## config.mk

```make
export PLATFORM = sky130hd
export DESIGN_NAME = bit_unstuffer_rx
export DESIGN_NICKNAME = d
export VERILOG_FILES = /design/src/rtl/bit_unstuffer_rx.sv
export SDC_FILE = /design/constraint.sdc
export NUM_CORES = 1
export LEC_CHECK = 0
export BUFFER_PORTS_ARGS = -buffer_cell sky130_fd_sc_hd__clkbuf_2
export CORE_UTILIZATION = 54
export CTS_BUF_LIST = sky130_fd_sc_hd__clkbuf_16
export DETAILED_ROUTE_END_ITERATION = 8
export GPL_TIMING_DRIVEN = 0
export PLACE_DENSITY = 0.75
export REMOVE_ABC_BUFFERS = 1
export SYNTH_ARGS = -nofsm -noshare
export SYNTH_HDL_FRONTEND = slang
export SYNTH_SLANG_ARGS = --single-unit
```

## constraint.sdc

```tcl
create_clock -name clk -period 2.35 [get_ports clk]
set_input_delay 0.705 -clock clk [delete_from_list [all_inputs] [get_ports clk]]
set_output_delay 0.705 -clock clk [all_outputs]
set_load 0.02 [all_outputs]
```

## src/rtl/bit_unstuffer_rx.sv

```systemverilog
// bit_unstuffer_rx: removes stuffed zeros from the decoded line stream and assembles LSB-first words
module bit_unstuffer_rx #(
  parameter int STUFF_RUN  = 6,
  parameter int BYTE_WIDTH = 8
) (
  input  logic                  clk,
  input  logic                  rst,
  input  logic                  shift_enable,
  input  logic                  d_in,
  input  logic                  eop,
  output logic                  d_out,
  output logic                  shift_out,
  output logic [BYTE_WIDTH-1:0] rcv_byte,
  output logic                  byte_ready,
  output logic                  stuff_error
);
  localparam int OW = $clog2(STUFF_RUN + 1);
  localparam int CW = $clog2(BYTE_WIDTH + 1);
  typedef enum logic [1:0] {RUN, EXPECT_STUFF, ERROR} state_t;
  state_t state, state_nxt;
  logic [OW-1:0] ones_cnt;
  logic [CW-1:0] bit_cnt;
  logic [BYTE_WIDTH-2:0] sreg;
  logic take, accept, violate, run_full, word_full;
  always_ff @(posedge clk)
    state <= rst ? RUN : state_nxt;
  always_comb
    state_nxt = eop ? RUN :
                !shift_enable ? state :
                (state == RUN) ? ((d_in && run_full) ? EXPECT_STUFF : RUN) :
                (state == EXPECT_STUFF) ? (d_in ? ERROR : RUN) : ERROR;
  always_comb begin
    take      = shift_enable && !eop;
    accept    = take && (state == RUN);
    violate   = take && (state == EXPECT_STUFF) && d_in;
    run_full  = ones_cnt == OW'(STUFF_RUN - 1);
    word_full = bit_cnt == CW'(BYTE_WIDTH - 1);
  end
  // sreg keeps only the newest BYTE_WIDTH-1 bits; the completing bit joins it on the way out
  always_ff @(posedge clk) begin
    if (rst) begin
      d_out       <= 1'b0;
      shift_out   <= 1'b0;
      rcv_byte    <= '0;
      byte_ready  <= 1'b0;
      stuff_error <= 1'b0;
      ones_cnt    <= '0;
      bit_cnt     <= '0;
      sreg        <= '0;
    end else begin
      shift_out  <= accept;
      byte_ready <= accept && word_full;
      if (accept) d_out <= d_in;
      if (accept && word_full) rcv_byte <= {d_in, sreg};
      if (eop) begin
        ones_cnt    <= '0;
        bit_cnt     <= '0;
        sreg        <= '0;
        stuff_error <= 1'b0;
      end else begin
        if (take) ones_cnt <= (accept && d_in && !run_full) ? ones_cnt + 1'b1 : '0;
        if (accept) begin
          sreg    <= {d_in, sreg[BYTE_WIDTH-2:1]};
          bit_cnt <= word_full ? '0 : bit_cnt + 1'b1;
        end
        if (violate) stuff_error <= 1'b1;
      end
    end
  end
endmodule

```

-- Word level (Yosys, flattened, before mapping)
Index checks and enable logic that the tools add are counted.
- add/subtract/negate cells: 2
- multiply operators: 0
- div/mod/pow operators: 0
- $lt $le $gt $ge: 0
- equality and inequality tests: 3
- shift operators: 0
- multiplexer cells: 6
- bitwise logic cells: 0
- reductions and logical operators: 12
- operators with widths (kind ; count):
    1-bit logical AND ; 8
    2-bit 2-to-1 mux ; 3
    4-bit by 1-bit adder with 4-bit output (second input constant) ; 1
    4-bit by 3-bit == test with 1-bit output (second input constant) ; 1
    4-bit 2-to-1 mux ; 1
    3-bit by 1-bit adder with 3-bit output (second input constant) ; 1
    3-bit == test (second input constant) ; 1
    3-bit 2-to-1 mux ; 1
    2-bit by 1-bit == test with 1-bit output (second input constant) ; 1
    1-bit logical NOT ; 2
    2-bit logical NOT ; 1
    2-bit OR reduction ; 1
    1-bit 2-to-1 mux ; 1
- register bits: 28
- bits in latches: 0
- RAM bits: 0
- bits in read-only memories: 0
- input bits: 5
- output and inout port bits: 12
- logic and storage cells: 32
- memories kept: 0

-- Depth between registers and ports, before layout
- word-level depth: 6
- mapped depth: 5
- mapped depth without buffers: 5

-- Worst setup path before layout
OpenSTA, ideal clock, no wires.
- path type: in2reg
- start: input eop
- end: register bit_cnt[3]
- setup time: 0.070 ns
- arrival: 1.894 ns
- required time: 2.280 ns
- setup slack: 0.386 ns
- cell stages on the path: 4
- buffers on the path: 1
- cells stage by stage: or4b_1 buf_2 or4_1 a21oi_1
- longest elaborated chain between the ends: 3
- elaborated cells on any way between the ends: 4
- classes of those cells: reduce/logical (4)
- RTL lines (element ; RTL line ; text):
    start: declaration ; 10 ; input logic eop,
    1-bit logical NOT ; 33 ; take = shift_enable && !eop;
    1-bit logical AND ; 33 ;
    1-bit logical AND ; 34 ; accept = take && (state == RUN);
    end signal: assignment ; 64 ; bit_cnt <= word_full ? '0 : bit_cnt + 1'b1;
    end: declaration ; 22 ; logic [CW-1:0] bit_cnt;
Parallel ways exist; a longest one is shown, timed or not.
A chain may end at the register's enable or synchronous reset.

-- Worst setup path in the final report
- start: input shift_enable
- end: register rcv_byte[6]
- longest elaborated chain between the ends: 3
- RTL lines (element ; RTL line ; text):
    start: declaration ; 8 ; input logic shift_enable,
    1-bit logical AND ; 33 ;
    1-bit logical AND ; 34 ;
    1-bit logical AND ; 54 ; if (accept && word_full) rcv_byte <= {d_in, sreg};
    end signal: assignment ; 54 ;
    end: declaration ; 13 ; output logic [BYTE_WIDTH-1:0] rcv_byte,
No other way between the ends.

==> impl_results.md <==
- Fraction of registers with async set/reset: 0%
- Top FF cell, synth: dfxtp_1
- Required time of the critical path: 2.54 ns
- Critical Path Sink Type: register
- Placed Instances: 163
- Largest net degree at the start of global routing: 21
- Largest cells by area after synthesis: dfxtp_1 (49%), nand2b_1 (8.7%), mux2i_1 (7.0%)
- Mapped Area: 1150 um2
- Buf/Inv on CP: 1
- Pwr dens: 677 nW/um2
- CP startpoint kind: input pin
- Initial Util: 58.0%
- Share of cells above drive strength 1: 16.5%
- Cts bufs inserted: 3
- Worst Hold Launch: rcv_byte[2]$_SDFFE_PP0P_
- Row Count: 16
- Synthesis Warnings: 0
- Final setup viols: 0
- Unrepaired setup endpoints after global routing: false
- Core area: 1980 um2
- Hold Path Class: reg2reg
- Area leader, netlist: dfxtp_1
- Post-synthesis sequential area ratio: 48.7%
- Max stage delay on crit path: 0.73 ns
- Hold Path Depth: 2
- Yosys top cell area share: 48.7%
- Tot Pwr: 890 uW
- Chip height: 48.1 um
- GR Util All Layers: 17.9%
- Dpl ws: -0.114 ns
- Nets: 149
- Gpl congestion: 0.690
- Status: finished clean
- Clock-pin slew on the worst setup and hold paths: 0.06 ns
- Max Clk Rate: 0.461 GHz
- Yosys reg bits: 28
- Vias in the first global route: 709
- Fill cells: 172
- Clock Tree Root: clkbuf_16
- 1st-iter DRT viols: 15
- Area grow syn2layout: 14.4%
- Full die area: 2320 um2
- Post-layout min period: 2.17 ns
- Worst path top cell family by delay: simple AND/OR/NAND/NOR gates
- First-pass GRT wire length: 2900 um
- CTS tree: yes
- Most frequent cells in the layout: dfxtp_1 (28), nand2_1 (21), nand2b_1 (16), clkbuf_2 (16), a21oi_1 (13)
- Setup ws final: 0.181 ns
- Reg-to-reg endpoint: rcv_byte[6]$_SDFFE_PP0P_
- Slowest CP cell: or4b_1
- Flop2flop setup slack: 0.31 ns
- Mean Syn Cell Area: 9.13 um2
- Final Non-Filler Cells: 166
- Number of synthesized flops with an enable pin: 0
- Worst path cell trace: clkbuf_2 > or4b_1 > nor2_2 > mux2i_1
- Yosys cell types: 28
- IO Pins: 17
- Worst setup path class: in2reg
- Post-CTS Setup Inserts: 0
- Hold Vio Cnt, Final: 0
- Hold Slack: 0.471 ns
- Setup total negative slack: 0 ns
- Slew headroom: 48.2%
- Initial antenna violation count: 0
- Die width: 48.1 um
- Peak supply drop: 0.396 mV
- Post-DP HPWL: 1320 um
- Slew @ Worst Pin: 0.775 ns
- Vias: 893
- Critical Path AT: 2.36 ns
- DRT Pass-1 Iters: 4
- Final core utilization: 66.4%
- Post-cts gate resize count: 0
- H-Tree Depth: 1
- Routed WL per cell: 11.8 um
- Total inserted antenna cells: 0
- Hold path endpoint: rcv_byte[2]$_SDFFE_PP0P_
- Final ANT Viol Nets: 0
- CP Max Fanout: 17
- Avg Vias per Cell: 5.38
- RR Startpoint: state[1]$_SDFFE_PP0P_
- Total Wirelength: 1960 um
- Clk_lat worst skew: 0.26 ns
- Commonest non-fill, non-tap cell in the layout: dfxtp_1
- Fin crit share: 92.3%
- Grt ovf: 0
- Layout Cell Area excl Fill: 1320 um2
- DRC: 0
- Hold_buf cts: 0
- Max Slew Vio Count: 0
- Max Clock Skew: 0.00284 ns
- Number of port buffers: 16
- CTS Sinks: 28
- Leak: 0.463 nW
- Post-DP Area: 1240 um2
- Worst-case clock buffer depth: 2
- Synthesized instance count: 126
- Reg2reg path depth: 3
- MaxCap Viol Count: 0
-- how the worst max path moves through the flow --
stage	slack, ns	to	startpoint	depth (start not counted)
3_3_place_gp	-0.06	rcv_byte[7]$_SDFFE_PP0P_	shift_enable	4
2_1_floorplan	0.25	bit_cnt[3]$_SDFFE_PP0N_	eop	3
6_report	0.18	rcv_byte[6]$_SDFFE_PP0P_	shift_enable	4
4_1_cts	0.16	rcv_byte[6]$_SDFFE_PP0P_	shift_enable	4
3_5_place_dp	-0.11	rcv_byte[6]$_SDFFE_PP0P_	shift_enable	4
5_1_grt	0.06	rcv_byte[2]$_SDFFE_PP0P_	shift_enable	4
-- layer usage --
layer	wire, um	part of all wire [%]	global-route usage, %	vias up
met5	0	0	0	-
met4	24	1.2	7.22	0
met3	44	2.2	2.22	5
met2	978	50	31.7	15
met1	914	47	21.7	414
li1	-	-	-	459
-- cell families (layout without fill, tap and decap cells) --
family | count (synthesis) | count (layout) | synth area share, %
flops | 28 | 28 | 48.7
fa+ha+maj | 3 | 3 | 3.26
buf+inv | 10 | 23 | 3.37
simple gates | 56 | 56 | 27.0
compound gates | 21 | 21 | 10.7
mux | 8 | 8 | 6.96
-- report_power, final --
group / total (mW) / switching [mW] / leakage [nW] / internal (mW)
Sequential: 0.480 / 0.00221 / 0.226 / 0.478
Combinational: 0.0395 / 0.0254 / 0.200 / 0.0140
Clock: 0.370 / 0.145 / 0.0370 / 0.225
Total: 0.890 / 0.173 / 0.463 / 0.717
-- synthesized netlist by cell type (3+ instances only) --
cell and number:
dfxtp_1 28, inv_1 4, clkbuf_1 5, ha_1 3, or3_1 3, mux2i_1 8
nor2_1 3, nand3b_1 3, nand2b_1 16, nand2_1 21, a21oi_1 13
-- flip-flops by register name, indices dropped and copies added (netlist names) --
signal and cells:
bit_cnt 4, byte_ready 1, d_out 1, ones_cnt 3, rcv_byte 8, shift_out 1
sreg 7, state 2, stuff_error 1
-- layout make-up --
class                           instances  area (um2)  share of cell area [%]
Clock buffer                            3        75.1                    5.71
Inverter                                4        15.0                    1.14
Multi-Input combinational cell         88         551                    41.9
Sequential cell                        28         561                    42.6
Tap cell                               27        33.8                    2.57
Timing Repair Buffer                   16        80.1                    6.09
-- worst reg2reg max path, delay by kind of cell, from the launching register on --
kind	cells	cell delay (ns)
DFF	1	0.36
muxes	1	0.24
and+or+nand+nor	2	1.37
Note: power is estimated with default switching activity, not from simulation.
